===== config.mk =====
export PLATFORM = sky130hd
export DESIGN_NAME = second_operand_handler
export DESIGN_NICKNAME = d
export VERILOG_FILES = /design/src/rtl/soh_pkg.sv /design/src/rtl/second_operand_mux.sv /design/src/rtl/second_operand_handler.sv
export SDC_FILE = /design/constraint.sdc
export NUM_CORES = 1
export LEC_CHECK = 0
export CORE_UTILIZATION = 39
export CTS_BUF_LIST = sky130_fd_sc_hd__clkbuf_16
export DETAILED_ROUTE_END_ITERATION = 8
export PLACE_DENSITY = 0.95
export SETUP_SLACK_MARGIN = 0.05
export SLEW_MARGIN = 10
export SYNTH_ARGS = -nofsm -noshare
export SYNTH_HDL_FRONTEND = slang
export SYNTH_HIERARCHICAL = 1
export SYNTH_SLANG_ARGS = --single-unit
export TNS_END_PERCENT = 30

===== constraint.sdc =====
create_clock -name clk -period 2.8 [get_ports clk]
set_clock_uncertainty 0.05 [all_clocks]
set_input_delay 0.56 -clock clk [delete_from_list [all_inputs] [get_ports clk]]
set_output_delay 0.56 -clock clk [all_outputs]
set_load 0.02 [all_outputs]

===== src/rtl/soh_pkg.sv =====
// Shared select codes and widths for the second ALU operand path.
// Imported by second_operand_mux and second_operand_handler.
package soh_pkg;

    localparam int XLEN = 32;

    localparam logic [2:0] SEL_PB    = 3'd0;
    localparam logic [2:0] SEL_IMMI  = 3'd1;
    localparam logic [2:0] SEL_IMMS  = 3'd2;
    localparam logic [2:0] SEL_IMMU  = 3'd3;
    localparam logic [2:0] SEL_PC    = 3'd4;
    localparam logic [2:0] SEL_SHAMT = 3'd5;
    localparam logic [2:0] SEL_IMMIZ = 3'd6;
    localparam logic [2:0] SEL_FOUR  = 3'd7;

    localparam logic [XLEN-1:0] CONST_FOUR = 32'h0000_0004;

    function automatic logic [XLEN-1:0] sext12(input logic [11:0] imm);
        return {{(XLEN-12){imm[11]}}, imm};
    endfunction

endpackage


===== src/rtl/second_operand_mux.sv =====
// Purely combinational selection of the second ALU operand from the
// register, immediate, PC and constant sources according to si.
module second_operand_mux
    import soh_pkg::*;
(
    input  logic [2:0]      si,
    input  logic [XLEN-1:0] pb,
    input  logic [11:0]     imm12_i,
    input  logic [11:0]     imm12_s,
    input  logic [XLEN-1:0] pc,
    input  logic [19:0]     imm20,
    output logic [XLEN-1:0] nxt
);

    always_comb begin
        nxt = '0;
        case (si)
            SEL_PB:    nxt = pb;
            SEL_IMMI:  nxt = sext12(imm12_i);
            SEL_IMMS:  nxt = sext12(imm12_s);
            SEL_IMMU:  nxt = {imm20, 12'b0};
            SEL_PC:    nxt = pc;
            // Only the low five bits are a legal RV32 shift amount.
            SEL_SHAMT: nxt = {27'b0, imm12_i[4:0]};
            SEL_IMMIZ: nxt = {20'b0, imm12_i};
            SEL_FOUR:  nxt = CONST_FOUR;
            default:   nxt = '0;
        endcase
    end

endmodule


===== src/rtl/second_operand_handler.sv =====
// Registered second ALU operand N with load enable and async reset.
// Define SOH_COMB_OUT_EN to also expose the unregistered select as N_comb.
module second_operand_handler
    import soh_pkg::*;
(
    input  logic            clk,
    input  logic            rst,
    input  logic            en,
    input  logic [2:0]      Si,
    input  logic [XLEN-1:0] PB,
    input  logic [11:0]     imm12_I,
    input  logic [11:0]     imm12_S,
    input  logic [XLEN-1:0] PC,
    input  logic [19:0]     imm20,
`ifdef SOH_COMB_OUT_EN
    output logic [XLEN-1:0] N_comb,
`endif
    output logic [XLEN-1:0] N
);

    logic [XLEN-1:0] nxt;
    logic [XLEN-1:0] n_d;
    logic [XLEN-1:0] n_q;

    second_operand_mux u_mux (
        .si      (Si),
        .pb      (PB),
        .imm12_i (imm12_I),
        .imm12_s (imm12_S),
        .pc      (PC),
        .imm20   (imm20),
        .nxt     (nxt)
    );

    always_comb begin
        n_d = n_q;
        if (en) begin
            n_d = nxt;
        end
    end

    always_ff @(posedge clk or posedge rst) begin
        if (rst) begin
            n_q <= '0;
        end else begin
            n_q <= n_d;
        end
    end

    assign N = n_q;

`ifdef SOH_COMB_OUT_EN
    // Zero-latency tap, deliberately independent of rst and en.
    assign N_comb = nxt;
`endif

endmodule


==> results by group, run 1 <==
Cells and area
  – Register area: 801 sq um
  – Area Growth Syn to Fin: 71.9%
  – Ant diodes: 0
  – Multi-input gate area: 1250 sq um
  – Post-route cell area: 3820 sq um
  – Share of cells above drive strength 1: 0.145
  – Fin cells: 438
  – Max reg flops: 32
  – Most frequent cells in the layout: clkdlybuf4s50_1, nor2_1, dfrtp_1
  – # fillers: 432
  – Commonest non-fill, non-tap cell in the layout: clkdlybuf4s50_1
  – Nets: 479

Pwr
  – PwrDens: 478 nW/um^2
  – Leakage: 1.63 nW
  – Max VDD drop: 0.213 mV

GRT
  – Grt ovf: 0
  – First-pass GRT wire length: 11300 microns
  – Largest net degree at the start of global routing: 33
  – Tot GR Track Use: 0.239
  – Initial antenna violation count: 0
  – Vias in the first global route: 2405

Floorplanning
  – Die span in y: 77.5 microns
  – Starting Density: 0.404
  – Die width: 77.5 microns
  – Core Area: 5510 sq um
  – Core Rows: 27
  – Die area: 6010 sq um
  – Top Ports: 146

Routing
  – WL/cell: 16.7 microns
  – Iter 0 DRT Violations: 73
  – Antenna viol nets, final: 0
  – DR pass1 iterations: 4
  – DRC: 0
  – Final WL: 7300 microns
  – DR vias/cell: 5.30
  – Via Count: 2322

Synthesis
  – Mapped Cells: 223
  – Top cells by area in the synthesized netlist: dfrtp_1, mux2_4, a22oi_1
  – Netlist cell types: 25
  – Top FF cell, synth: dfrtp_1
  – FFs w/ async S/R, synth: 1.00
  – Synthesized netlist net count: 337
  – #FFs+latches synth: 32
  – Post-synth top area share: 0.360
  – EDFF count, synth: 0
  – Syn Area/Cell: 9.97 sq um
  – Top cell type by total area after synthesis: dfrtp_1
  – Ys Warns: 6
  – Synth Cell Area: 2220 sq um
  – Register area share after synthesis: 0.360

Critical path
  – R2R Path Start: N[16]$_DFFE_PP0P_
  – CP Class: in -> reg
  – Crit path DAT: 2.49 ns
  – Critical path launch point type: input pin
  – Worst R2R Path Depth: 1
  – CP Capture Type: flop
  – CP required: 2.96 ns
  – Crit path max fanout: 20
  – CP Launch Point: Si[0]

Run status
  – Status: finished, final reports clean

Clock tree
  – Max Buffers Root-to-Sink: 2
  – CTS root buffer: clkbuf_16
  – H-tree depth: 2
  – CTS tree: done
  – # Post-CTS Setup Buffers: 0
  – CTS clk-pin slew, worst paths: 0.05 ns
  – Worst skew pair latency: 0.27 ns
  – CTS resizes: 0
  – Clock Sinks: 32
  – Hold_buf cts: 0
  – CTS buffer count: 5

Worst hold path
  – Hold path depth: 1
  – Hold crit path type: reg -> reg
  – Worst hold start: N[15]$_DFFE_PP0P_

Timing
  – Setup TNS: 0 ns
  – Final setup margin: 0.468 ns
  – Final Hold Viols: 0
  – Hold Slack: 0.457 ns
  – Worst-Margin Slew: 0.793 ns
  – Final worst path period share: 0.833
  – Max-slew violation count: 0
  – Period minus WS final: 2.33 ns
  – Relative slew slack: 0.471
  – RSZ-0062 raised after global routing: false
  – Final Setup Violations: 0
  – Fmax: 429 MHz

Place
  – Post-DP HPWL: 5380 microns
  – Gp weighted congestion: 0.766
  – Pre-CTS setup slack: 0.200 ns
  – DP Area: 3660 sq um
  – IO Port Bufs: 145
  – Post-Place Cells: 430

Flow run
  – Max Cap Violations: 0
[critical path: stages]
cell,delay [ns]
clkdlybuf4s50_1,0.60
and3b_1,0.72
a22oi_1,0.22
a21oi_1,0.21
mux2_4,0.17
[cell usage after synthesis, types with 4 or more instances]
master and count:
a21oi_1 24, a22oi_1 21, a31oi_1 7, buf_2 9
dfrtp_1 32, mux2_4 30, nand2_1 11, nor2_1 39
nor4_1 4, nor4_2 4, o211a_1 4, o21ai_0 14
[cells by family (layout without fill, tap and decap cells)]
group	count (synthesis)	count (layout)	share of synthesized area
AOI/OAI and AO/OA	72	72	0.202
and+or+nand+nor	65	65	0.143
DFF	32	32	0.360
buffers and inverters	21	164	0.0777
muxes	33	33	0.217
[stage by stage]
stage           util  power, mW
6_report       0.694       1.83
3_5_place_dp   0.664       1.23
3_3_place_gp   0.664       1.22
4_1_cts        0.694       1.84
2_1_floorplan      -      0.893
5_1_grt        0.694       1.90
[routing by layer]
metal / routed length (microns) / track usage / vias up
met3: 482 / 0.0400 / 8
met5: 0 / 0 / -
li1: - / - / 1096
met2: 3630 / 0.421 / 115
met4: 84 / 0.0792 / 0
met1: 3110 / 0.293 / 1103
[where the power goes]
group / total (mW) / switching (mW) / internal (mW) / leakage [nW]
clock network: 0.601 / 0.187 / 0.414 / 0.0850
logic: 0.653 / 0.259 / 0.394 / 1.15
registers: 0.573 / 0.0405 / 0.532 / 0.394
total: 1.83 / 0.486 / 1.34 / 1.63
[worst paths after layout]
kind,endpoint,slack [ns]
worst max-delay path,N[16]$_DFFE_PP0P_,0.47
worst min-delay path,N[15]$_DFFE_PP0P_,0.46
max in group asynchronous,N[17]$_DFFE_PP0P_,1.74
worst min register to register,N[15]$_DFFE_PP0P_,0.46
worst max register to register,N[16]$_DFFE_PP0P_,1.96
min in group asynchronous,N[4]$_DFFE_PP0P_,0.67
[layout make-up]
type	count	area share
Multi-Input combinational cell	170	0.327
Inverter	3	0.00295
Clock inverter	3	0.0101
Clock buffer	5	0.0327
Sequential cell	32	0.209
Timing Repair Buffer	153	0.394
Tap cell	72	0.0236
(Power assumes the default switching activity.)
==> inputs of run 2 (changes only) <==
--- a/config.mk
+++ b/config.mk
@@ -5,10 +5,10 @@
 export SDC_FILE = /design/constraint.sdc
 export NUM_CORES = 1
 export LEC_CHECK = 0
-export CORE_UTILIZATION = 39
+export CORE_UTILIZATION = 37
 export CTS_BUF_LIST = sky130_fd_sc_hd__clkbuf_16
 export DETAILED_ROUTE_END_ITERATION = 8
-export PLACE_DENSITY = 0.95
+export PLACE_DENSITY = 0.94
 export SETUP_SLACK_MARGIN = 0.05
 export SLEW_MARGIN = 10
 export SYNTH_ARGS = -nofsm -noshare
==> constraint.sdc (replaced) <==
create_clock -name clk -period 2.39 [get_ports clk]
set_clock_uncertainty 0.05 [all_clocks]
set_input_delay 0.478 -clock clk [delete_from_list [all_inputs] [get_ports clk]]
set_output_delay 0.478 -clock clk [all_outputs]
set_load 0.02 [all_outputs]
==> results by group, run 2 (synthesized netlist as in run 1, its figures left out) <==
Run status
  – Status: finished, final reports clean (unchanged)

Cells and area
  – # fillers: 423 (was 432)
  – Nets: 482 (was 479)
  – Most frequent cells in the layout: clkdlybuf4s50_1, nor2_1, dfrtp_1 (unchanged)
  – Share of cells above drive strength 1: 0.146 (was 0.145)
  – Ant diodes: 0 (unchanged)
  – Fin cells: 441 (was 438)
  – Commonest non-fill, non-tap cell in the layout: clkdlybuf4s50_1 (unchanged)
  – Max reg flops: 32 (unchanged)
  – Post-route cell area: 3850 sq um (was 3820 sq um)
  – Area Growth Syn to Fin: 73.4% (was 71.9%)

Clock tree
  – CTS tree: done (unchanged)
  – CTS resizes: 0 (unchanged)
  – Hold_buf cts: 0 (unchanged)
  – Clock Sinks: 32 (unchanged)
  – CTS clk-pin slew, worst paths: 0.05 ns (about the same)
  – Worst skew pair latency: 0.27 ns (about the same)
  – # Post-CTS Setup Buffers: 0 (unchanged)
  – CTS root buffer: clkbuf_16 (unchanged)
  – Max Buffers Root-to-Sink: 2 (unchanged)
  – H-tree depth: 2 (unchanged)
  – CTS buffer count: 5 (unchanged)

Timing
  – Final Hold Viols: 0 (unchanged)
  – Final worst path period share: 0.890
  – Worst-Margin Slew: 0.445 ns (was 0.793 ns)
  – Hold Slack: 0.455 ns (was 0.457 ns)
  – RSZ-0062 raised after global routing: false (unchanged)
  – Final Setup Violations: 0 (unchanged)
  – Period minus WS final: 2.13 ns
  – Setup TNS: 0 ns (unchanged)
  – Relative slew slack: 0.702 (was 0.471)
  – Max-slew violation count: 0 (unchanged)
  – Fmax: 470 MHz

Worst hold path
  – Hold crit path type: reg -> reg (unchanged)
  – Hold path depth: 1 (unchanged)

Routing
  – DR vias/cell: 5.28 (was 5.30)
  – Final WL: 7050 microns (was 7300 microns)
  – Iter 0 DRT Violations: 45 (was 73)
  – DR pass1 iterations: 4 (unchanged)
  – DRC: 0 (unchanged)
  – Antenna viol nets, final: 0 (unchanged)
  – Via Count: 2329 (was 2322)
  – WL/cell: 16.0 microns (was 16.7 microns)

Pwr
  – Power Total: 2.02 mW (was 1.83 mW)
  – PwrDens: 525 nW/um^2 (was 478 nW/um^2)
  – Max VDD drop: 0.333 mV (was 0.213 mV)
  – Leakage: 1.64 nW (was 1.63 nW)

Floorplanning
  – Die width: 79.5 microns (was 77.5 microns)
  – Core Rows: 27 (unchanged)
  – Top Ports: 146 (unchanged)
  – Starting Density: 0.394 (was 0.404)
  – Die span in y: 79.5 microns (was 77.5 microns)
  – Die area: 6320 sq um (was 6010 sq um)
  – Core Area: 5640 sq um (was 5510 sq um)

GRT
  – Vias in the first global route: 2412 (was 2405)
  – Tot GR Track Use: 0.217 (was 0.239)
  – Grt ovf: 0 (unchanged)
  – Largest net degree at the start of global routing: 22 (was 33)
  – First-pass GRT wire length: 10800 microns (was 11300 microns)
  – Initial antenna violation count: 0 (unchanged)

Critical path
  – FF-to-FF End: N[10]$_DFFE_PP0P_ (was N[16]$_DFFE_PP0P_)
  – CP Capture Type: flop (unchanged)
  – Worst R2R Path Depth: 1 (unchanged)
  – R2R Path Start: N[10]$_DFFE_PP0P_ (was N[16]$_DFFE_PP0P_)
  – Crit path max fanout: 20 (unchanged)
  – Setup crit end: N[24]$_DFFE_PP0P_ (was N[16]$_DFFE_PP0P_)
  – Register-to-Register Setup Slack: 1.54 ns (was 1.96 ns)
  – CP Class: in -> reg (unchanged)
  – Critical path launch point type: input pin (unchanged)
  – CP required: 2.49 ns (was 2.96 ns)
  – CP Launch Point: Si[1] (was Si[0])
  – Crit path DAT: 2.23 ns (was 2.49 ns)

Place
  – Gp weighted congestion: 0.750 (was 0.766)
  – IO Port Bufs: 145 (unchanged)
  – Post-DP HPWL: 5410 microns (was 5380 microns)
  – DP Area: 3720 sq um (was 3660 sq um)
  – Post-Place Cells: 433 (was 430)

Flow run
  – Max Cap Violations: 0 (unchanged)
## run 2: cell types whose count changed in the layout (fill, tap and decap cells not counted), sizes merged
cell    previous run  this run
bufinv             1         0
buf                9        12
inv                4         5
## run 2: critical path: stages
cell             delay (ns)
clkdlybuf4s50_1        0.62
nor2_1                 0.18
a22oi_1                0.25
buf_4                  0.30
a21oi_1                0.12
mux2_4                 0.27
## run 2: power breakdown
group          total [mW]  leakage (nW)  internal (mW)  switching, mW
Sequential          0.672         0.394          0.624         0.0480
Combinational       0.774          1.18          0.469          0.305
Clock               0.576        0.0738          0.373          0.203
Total                2.02          1.64           1.47          0.556
## run 2: how the worst min path moves through the flow
stage / start / endpoint / slack, ns
final: N[17]$_DFFE_PP0P_ / N[17]$_DFFE_PP0P_ / 0.45
after global routing: N[16]$_DFFE_PP0P_ / N[16]$_DFFE_PP0P_ / 0.46
after CTS: N[17]$_DFFE_PP0P_ / N[17]$_DFFE_PP0P_ / 0.46
after detailed placement: N[16]$_DFFE_PP0P_ / N[16]$_DFFE_PP0P_ / 0.44
after global placement: N[31]$_DFFE_PP0P_ / N[31]$_DFFE_PP0P_ / 0.44
after floorplan: rst / N[0]$_DFFE_PP0P_ / 0.54
## run 2: routing by layer
| metal | global-route usage | part of all wire | up-vias |
|---|---|---|---|
| met5 | 0 | 0 | - |
| met4 | 0.0655 | 0.011 | 0 |
| met3 | 0.0571 | 0.099 | 9 |
| met2 | 0.407 | 0.49 | 128 |
| met1 | 0.236 | 0.40 | 1086 |
| li1 | - | - | 1106 |
## run 2: final cells by class
cell class,count,area (sq um),area share
inverters,3,11.3,0.00292
clock buffers,5,125,0.0325
clock inverters,3,11.3,0.00292
repair buffers,156,1570,0.406
multi-input cells,170,1250,0.324
well taps,72,90.1,0.0234
flip-flops and latches,32,801,0.208
## run 2: through the flow
stage | util | setup WS, ns
finish | 0.683 | 0.264
detailed placement | 0.659 | 0.0171
global placement | 0.659 | 0.129
global route | 0.683 | 0.175
floorplan | - | 0.721
CTS | 0.683 | 0.294
